## src/rtl/ppt_regbank_mc.sv

```systemverilog
// rtl/ppt_regbank_mc.sv - byte-wide double-buffered register bank for NUM_CH PPT channels
module ppt_regbank_mc #(
  parameter int NUM_CH = 2,
  parameter int ADDR_W = 6,
  parameter int DIV_W  = 5
) (
  input  logic                    clk,
  input  logic                    rstn,
  input  logic [ADDR_W-1:0]       address,
  input  logic [7:0]              data_in,
  input  logic                    write_enable,
  input  logic                    read_enable,
  output logic [7:0]              data_out,
  output logic [NUM_CH*DIV_W-1:0] clk_div,
  output logic [NUM_CH*16-1:0]    period,
  output logic [NUM_CH*16-1:0]    width,
  output logic [NUM_CH*16-1:0]    count,
  output logic [NUM_CH-1:0]       run_ppt,
  input  logic [NUM_CH*16-1:0]    count_done,
  input  logic [NUM_CH-1:0]       done,
  output logic                    irq
);
  localparam int WIN_W = ADDR_W - 4;

  logic [WIN_W-1:0] win;
  logic [3:0]       off;
  logic             glb_wr;

  assign win    = address[ADDR_W-1:4];
  assign off    = address[3:0];
  assign glb_wr = write_enable && (win == '0);

  logic [DIV_W-1:0]  sh_div_q  [NUM_CH];
  logic [DIV_W-1:0]  sh_div_d  [NUM_CH];
  logic [15:0]       sh_per_q  [NUM_CH];
  logic [15:0]       sh_per_d  [NUM_CH];
  logic [15:0]       sh_wid_q  [NUM_CH];
  logic [15:0]       sh_wid_d  [NUM_CH];
  logic [15:0]       sh_cnt_q  [NUM_CH];
  logic [15:0]       sh_cnt_d  [NUM_CH];
  logic [DIV_W-1:0]  act_div_q [NUM_CH];
  logic [DIV_W-1:0]  act_div_d [NUM_CH];
  logic [15:0]       act_per_q [NUM_CH];
  logic [15:0]       act_per_d [NUM_CH];
  logic [15:0]       act_wid_q [NUM_CH];
  logic [15:0]       act_wid_d [NUM_CH];
  logic [15:0]       act_cnt_q [NUM_CH];
  logic [15:0]       act_cnt_d [NUM_CH];
  logic [7:0]        snap_q    [NUM_CH];
  logic [7:0]        snap_d    [NUM_CH];
  logic [NUM_CH-1:0] sh_run_q, sh_run_d;
  logic [NUM_CH-1:0] act_run_q, act_run_d;
  logic [NUM_CH-1:0] done_q, done_d;
  logic [NUM_CH-1:0] irq_status_q, irq_status_d;
  logic [7:0]        irq_en_q, irq_en_d;
  logic              irq_q, irq_d;

  // Next state: shadow writes, commits, high-byte snapshots, sticky done flags, irq
  always_comb begin
    sh_div_d  = sh_div_q;
    sh_per_d  = sh_per_q;
    sh_wid_d  = sh_wid_q;
    sh_cnt_d  = sh_cnt_q;
    sh_run_d  = sh_run_q;
    act_div_d = act_div_q;
    act_per_d = act_per_q;
    act_wid_d = act_wid_q;
    act_cnt_d = act_cnt_q;
    act_run_d = act_run_q;
    snap_d    = snap_q;
    irq_en_d  = irq_en_q;
    done_d    = done;
    // irq reflects the status as it stood before this edge, hence the one-cycle lag
    irq_d     = |(irq_status_q & irq_en_q[NUM_CH-1:0]);
    irq_status_d = irq_status_q;
    if (glb_wr && off == 4'h1) irq_status_d = irq_status_d & ~data_in[NUM_CH-1:0];
    // rise applied after the clear so a simultaneous set wins
    irq_status_d = irq_status_d | (done & ~done_q);
    if (glb_wr && off == 4'h2) irq_en_d = data_in;
    for (int n = 0; n < NUM_CH; n++) begin
      if (write_enable && win == WIN_W'(n + 1)) begin
        case (off)
          4'h0: sh_div_d[n]       = data_in[DIV_W-1:0];
          4'h1: sh_per_d[n][7:0]  = data_in;
          4'h2: sh_per_d[n][15:8] = data_in;
          4'h3: sh_wid_d[n][7:0]  = data_in;
          4'h4: sh_wid_d[n][15:8] = data_in;
          4'h5: sh_cnt_d[n][7:0]  = data_in;
          4'h6: sh_cnt_d[n][15:8] = data_in;
          4'h7: sh_run_d[n]       = data_in[0];
          default: ;
        endcase
      end
      if (glb_wr && off == 4'h3 && data_in[n]) begin
        act_div_d[n] = sh_div_q[n];
        act_per_d[n] = sh_per_q[n];
        act_wid_d[n] = sh_wid_q[n];
        act_cnt_d[n] = sh_cnt_q[n];
        act_run_d[n] = sh_run_q[n];
      end
      if (read_enable && win == WIN_W'(n + 1) && off == 4'h8)
        snap_d[n] = count_done[n*16+8 +: 8];
    end
  end

  // State registers with asynchronous return to power-on defaults
  always_ff @(posedge clk or negedge rstn) begin
    if (!rstn) begin
      for (int n = 0; n < NUM_CH; n++) begin
        sh_div_q[n]  <= DIV_W'(9);
        sh_per_q[n]  <= 16'd128;
        sh_wid_q[n]  <= 16'd1;
        sh_cnt_q[n]  <= 16'd16;
        act_div_q[n] <= DIV_W'(9);
        act_per_q[n] <= 16'd128;
        act_wid_q[n] <= 16'd1;
        act_cnt_q[n] <= 16'd16;
        snap_q[n]    <= 8'h00;
      end
      sh_run_q     <= '0;
      act_run_q    <= '0;
      done_q       <= '0;
      irq_status_q <= '0;
      irq_en_q     <= 8'h00;
      irq_q        <= 1'b0;
    end else begin
      sh_div_q     <= sh_div_d;
      sh_per_q     <= sh_per_d;
      sh_wid_q     <= sh_wid_d;
      sh_cnt_q     <= sh_cnt_d;
      act_div_q    <= act_div_d;
      act_per_q    <= act_per_d;
      act_wid_q    <= act_wid_d;
      act_cnt_q    <= act_cnt_d;
      snap_q       <= snap_d;
      sh_run_q     <= sh_run_d;
      act_run_q    <= act_run_d;
      done_q       <= done_d;
      irq_status_q <= irq_status_d;
      irq_en_q     <= irq_en_d;
      irq_q        <= irq_d;
    end
  end

  // Read mux: shadow copies for config, live low byte plus snapshot for COUNT_DONE
  always_comb begin
    data_out = 8'h00;
    if (win == '0) begin
      case (off)
        4'h0: data_out = 8'hA5;
        4'h1: data_out = 8'(irq_status_q);
        4'h2: data_out = irq_en_q;
        default: ;
      endcase
    end
    for (int n = 0; n < NUM_CH; n++) begin
      if (win == WIN_W'(n + 1)) begin
        case (off)
          4'h0: data_out = 8'(sh_div_q[n]);
          4'h1: data_out = sh_per_q[n][7:0];
          4'h2: data_out = sh_per_q[n][15:8];
          4'h3: data_out = sh_wid_q[n][7:0];
          4'h4: data_out = sh_wid_q[n][15:8];
          4'h5: data_out = sh_cnt_q[n][7:0];
          4'h6: data_out = sh_cnt_q[n][15:8];
          4'h7: data_out = {7'b0, sh_run_q[n]};
          4'h8: data_out = count_done[n*16 +: 8];
          4'h9: data_out = snap_q[n];
          4'hA: data_out = {6'b0, act_run_q[n], done_q[n]};
          default: ;
        endcase
      end
    end
  end

  // Flatten the active copies onto the channel buses
  always_comb begin
    clk_div = '0;
    period  = '0;
    width   = '0;
    count   = '0;
    for (int n = 0; n < NUM_CH; n++) begin
      clk_div[n*DIV_W +: DIV_W] = act_div_q[n];
      period[n*16 +: 16]        = act_per_q[n];
      width[n*16 +: 16]         = act_wid_q[n];
      count[n*16 +: 16]         = act_cnt_q[n];
    end
  end

  assign run_ppt = act_run_q;
  assign irq     = irq_q;
endmodule

```

## config.mk

```make
export PLATFORM = sky130hd
export DESIGN_NAME = ppt_regbank_mc
export DESIGN_NICKNAME = d
export VERILOG_FILES = /design/src/rtl/ppt_regbank_mc.sv
export SDC_FILE = /design/constraint.sdc
export NUM_CORES = 1
export LEC_CHECK = 0
export CAP_MARGIN = 25
export CELL_PAD_IN_SITES_DETAIL_PLACEMENT = 1
export CELL_PAD_IN_SITES_GLOBAL_PLACEMENT = 1
export CORE_MARGIN = 2
export CORE_UTILIZATION = 35
export CTS_CLUSTER_SIZE = 40
export DETAILED_ROUTE_END_ITERATION = 12
export GPL_TIMING_DRIVEN = 0
export PLACE_DENSITY_LB_ADDON = 0.1
export REMOVE_ABC_BUFFERS = 1
export SLEW_MARGIN = 20
export SYNTH_ARGS = -nofsm -noshare
export SYNTH_HDL_FRONTEND = slang
export SYNTH_SLANG_ARGS = --single-unit
export TNS_END_PERCENT = 1
```

## constraint.sdc

```tcl
create_clock -name clk -period 2.9 [get_ports clk]
set_input_delay 0.29 -clock clk [delete_from_list [all_inputs] [get_ports clk]]
set_output_delay 0.29 -clock clk [all_outputs]
set_load 0.01 [all_outputs]
```

# After elaboration in Yosys (flattened, before gate mapping)
# Index checks and enable logic that the tools add are counted.
[word_totals] register_bits=245 in_bits=52
[classes] n_eq_ne=12 muxes=7 bitwise_logic=6 n_reduce_logical=31
[op_table] operator="one-hot mux 8 bit (11 select lines)" n=2
[op_table] operator="AND reduction 2 bit" n=16
[op_table] operator="two-way mux 8 bit" n=3
[op_table] operator="one-hot mux 8 bit (3 select lines)" n=1
[op_table] operator="== test 4 x 3 -> 1 bit, second input constant" n=4
[op_table] operator="== test 4 bit, second input constant" n=3
[op_table] operator="logical AND 1 bit" n=12
[op_table] operator="== test 4 x 2 -> 1 bit, second input constant" n=2
[op_table] operator="bitwise AND 2 bit" n=3
[op_table] operator="== test 4 x 1 -> 1 bit, second input constant" n=1
[op_table] operator="zero test 4 bit" n=1
[op_table] operator="NOT 2 bit" n=2
[op_table] operator="== test 2 x 1 -> 1 bit, second input constant" n=1
[op_table] operator="== test 2 bit, second input constant" n=1
[op_table] operator="zero test 2 bit" n=1
[op_table] operator="two-way mux 2 bit" n=1
[op_table] operator="OR 2 bit" n=1
[op_table] operator="OR reduction 2 bit" n=1

# Depth between registers and ports, before layout
[depth] depth_word=7 ltp_mapped=8 ltp_nobuf=5

# Worst setup path after synthesis
# Ideal clock, no wire load.
[synth_path] path_type="input-to-output" start="input port address[1]" end="output port data_out[6]" t_arrival_ns=1.561 slack_ns=1.049 stages=7 n_path_buf=3 cell_sequence="buf_4 buf_6 nor2_2 buf_4 a32oi_1 o221a_2 a211oi_1"
[synth_between] elab_chain_len=7 elab_cells_between_ends=17 classes_between="eq/ne: 10; mux: 6; reduce/logical: 1"
[synth_rtl] item="start, declared" line_no="9" source="input logic [ADDR_W-1:0] address,"
[synth_rtl] item="== test 4 x 2 -> 1 bit, or another cell as far along" line_no="149, 158"
[synth_rtl] item="one-hot mux 8 bit (3 select lines)" line_no="149" source="case (off)"
[synth_rtl] item="two-way mux 8 bit" line_no="148" source="if (win == '0) begin"
[synth_rtl] item="one-hot mux 8 bit (11 select lines)" line_no="158" source="case (off)"
[synth_rtl] item="two-way mux 8 bit" line_no="157" source="if (win == WIN_W'(n + 1)) begin"
[synth_rtl] item="one-hot mux 8 bit (11 select lines)" line_no="158"
[synth_rtl] item="two-way mux 8 bit *" line_no="157"
[synth_rtl] item="end, declared" line_no="13" source="output logic [7:0] data_out,"
# Every way passes the cells marked *; elsewhere a longest branch is shown, timed or not.

# Worst setup path after layout
[layout_path] start="input port address[2]" end="output port data_out[1]"
# The elaborated chain is that of the path after synthesis.

==> impl_results.md <==
* WL final at 33.9 mm
* CTS Buf Count at 28
* Die W at 182 um
* Least-Margin Pin Slew at 0.992 ns
* Initial Util at 35.4%
* Core area at 31,500 sq um
* Crit-path cells: buf_8, nor2b_4, buf_8, a221oi_1, or3_1, a31oi_1, o22a_1, clkdlybuf4s50_1
* Number of global-route vias before repair at 7,694
* Hold Slack at 0.267 ns
* FP Rows at 65
* Area Overhead vs Synth at 28.1%
* Buf/Inv on CP at 3
* Routed len/inst at 24.8 um
* FF/Latch Area at 6160 sq um
* Critical path type: input port to output port
* Crit start category: input port
* Routed Antenna Nets at 0
* Peak supply drop at 0.367 mV
* Number of fill cells in the layout at 3,161
* Root Driver: clkbuf_16
* Nets at 1,001
* Via count at 7,279
* Multi-input logic area at 4740 sq um
* Synth Register Bits at 245
* Crit-path max cell delay at 0.55 ns
* Share of cells above drive strength 1 at 32.8%
* TritonCTS clock tree: done
* IO Pins at 169
* # setup viols final at 0
* Post-synthesis cell type count at 65
* Average cell area after synthesis at 14.3 sq um
* Final hold vios at 0
* Die area at 33,200 sq um
* Vias per cell at 5.31
* Worst skew pair latency at 0.54 ns
* Initial antenna violation count at 0
* Clk slew on worst S/H paths at 0.06 ns
* Max Slew Vio Count at 0
* Main synth FF type: dfrtp_1
* Port bufs at 168
* Critical path capture point type: output port
* Leak at 6.57 nW
* Final period util at 97.5%
* Final min period at 2.83 ns
* Gpl congestion at 0.818
* Pwr/cell area at 583 nW/um^2
* Clock sink total at 245
* Final Util at 45.3%
* Outcome: finished clean
* Chip Height at 182 um
* Global-route wire length before repair at 51.3 mm
* Netlist Area Pre-Place at 11,100 sq um
* Initial DRC Count at 361
* Gr ovfl total at 0
* Max_slew headroom at 33.9%
* Critical Path AT at 2.54 ns
* Asr flop ratio synth at 100%
* CTS H-tree lvls at 1
* Setup Skew at 0.00949 ns
* Cell repeated most along the worst path: buf_8
* HP Class: input port to register
* GRT Resource Usage Total at 20.6%
* CP required at 2.61 ns
* Max_cap viols at 0
* Seq/Total Area, Yosys at 55.3%
* Synth Warn # at 0
* Crit path max-delay cell type: clkdlybuf4s50_1
* Max Freq at 354 MHz
* EDFF count, synth at 0
* CTS max path bufs at 3
* HPWL after detailed placement at 23.5 mm
* Cells after Synth at 780
* RSZ-0062 raised after global routing: yes
* DRT Pass-1 Iters at 5
* Max FO, Critical Path at 22
* Pin count of the biggest net entering global routing at 94
* Delay-heaviest family, CP: buffers and inverters
* Post-route DRC at 0
## metrics by stage
| step | instance area [sq um] | std cells | setup WS (ns) | power (W) | TNS (ns) |
|---|---|---|---|---|---|
| after floorplan | 10800 | 733 | 0.807 | 0.00438 | 0 |
| after global placement | 13000 | 1303 | -9.55 | 0.00492 | -2604.76 |
| after detailed placement | 13200 | 1311 | -0.669 | 0.00496 | -4.01 |
| after CTS | 14200 | 1369 | 0.00404 | 0.00842 | 0 |
| after global routing | 14300 | 1369 | -0.0379 | 0.00866 | -0.0451 |
| final | 14300 | 1370 | 0.0720 | 0.00832 | 0 |
## where the power goes
part	internal, W	leakage, nW	switching (W)
sequential	0.00373	3.24	0.000230
combinational	0.000503	2.91	0.000460
clock	0.00199	0.417	0.00140
## per-layer routing
| metal | share of wire (%) | wire (um) | track usage, % | vias up |
|---|---|---|---|---|
| met5 | 0 | 0 | 0 | - |
| met4 | 1.9 | 639 | 4.94 | 0 |
| met3 | 4.4 | 1510 | 2.35 | 44 |
| met2 | 47 | 15800 | 32.7 | 187 |
| met1 | 47 | 16000 | 30.1 | 3806 |
| li1 | - | - | - | 3242 |
## worst paths after layout
check                             from     endpoint  slack, ns  cells after the start
max                         address[2]  data_out[1]       0.07                      8
min                            done[0]    done_q[0]       0.27                      1
max in group asynchronous         rstn  sh_per_q[7]       1.65                      4
min reg2reg                  period[1]    period[1]       0.48                      2
min in group asynchronous         rstn     count[9]       0.36                      3
max reg2reg                sh_div_q[7]   clk_div[2]       2.05                      1
## Yosys cell counts, types with 4 or more instances
cell type  count  area share (%)
buf_4          6            0.40
buf_6         17             1.7
clkbuf_1      10            0.34
a221oi_1      11            0.87
nor3_1         8            0.36
o21ai_0       18            0.81
nor2_1        16            0.54
nand2b_1       5            0.28
nand2_1       17            0.57
mux2_2       147              15
a32oi_1       12            0.94
nor2_2         4            0.22
a22o_1         5            0.39
a21oi_1        8            0.36
nor2_4         6            0.61
dfstp_2       20             4.7
nand2_2        9            0.51
a22oi_1       14            0.94
a31oi_1        4            0.22
dfrtp_1      225              51
mux2_4        41             5.5
buf_2         14            0.63
nand3_1        5            0.22
mux2i_1       18             1.6
nor2b_1        8            0.45
mux2_1        58             5.9
inv_1          6            0.20
a211oi_1       4            0.27
and2_1         4            0.22
## flip-flops by register name (all words and copies together) (netlist names), 8 cells and up
| name | cells |
|---|---|
| clk_div | 10 |
| sh_wid_q | 32 |
| sh_per_q | 32 |
| sh_div_q | 10 |
| count | 32 |
| irq_en_q | 8 |
| period | 32 |
| snap_q | 16 |
| sh_cnt_q | 32 |
| width | 32 |
## cells by family after synthesis
logic type      count (synthesis)  synth area share (%)
compound gates                110                  7.51
buf+inv                        53                  3.29
flops                         245                  55.3
mux                           264                  27.9
simple gates                  108                  6.01
## final cells by class
| type | instances | share of cell area, % |
|---|---|---|
| Antenna cell | 1 | 0.0175 |
| Inverter | 6 | 0.184 |
| Clock inverter | 3 | 0.307 |
| Multi-Input combinational cell | 482 | 33.3 |
| Sequential cell | 245 | 43.2 |
| Tap cell | 402 | 3.53 |
| Clock buffer | 45 | 5.72 |
| Timing Repair Buffer | 186 | 13.8 |
## layout by cell type, fill, tap and decap left out, types with 11 or more instances in the layout
master | synthesis | layout
a22oi_1 | 14 | 13
clkdlybuf4s50_1 | 0 | 161
mux2_2 | 147 | 147
dfrtp_1 | 225 | 225
clkbuf_16 | 0 | 29
a221oi_1 | 11 | 11
o21ai_0 | 18 | 17
mux2_1 | 58 | 58
nor2_1 | 16 | 14
nand2_1 | 17 | 17
a32oi_1 | 12 | 12
mux2i_1 | 18 | 18
clkbuf_1 | 10 | 13
mux2_4 | 41 | 41
dfstp_2 | 20 | 20
## timing repair
action | CTS | global route
hold buffers | 1 | 0
pin swaps | 2 | 1
hold endpoints to repair | 78 | 0
endpoints found under the setup margin | 8 | 6
buffers inserted | 9 | 0
cloned | 0 | 0
gates resized for setup | 33 | 9
(Power assumes the default switching activity.)
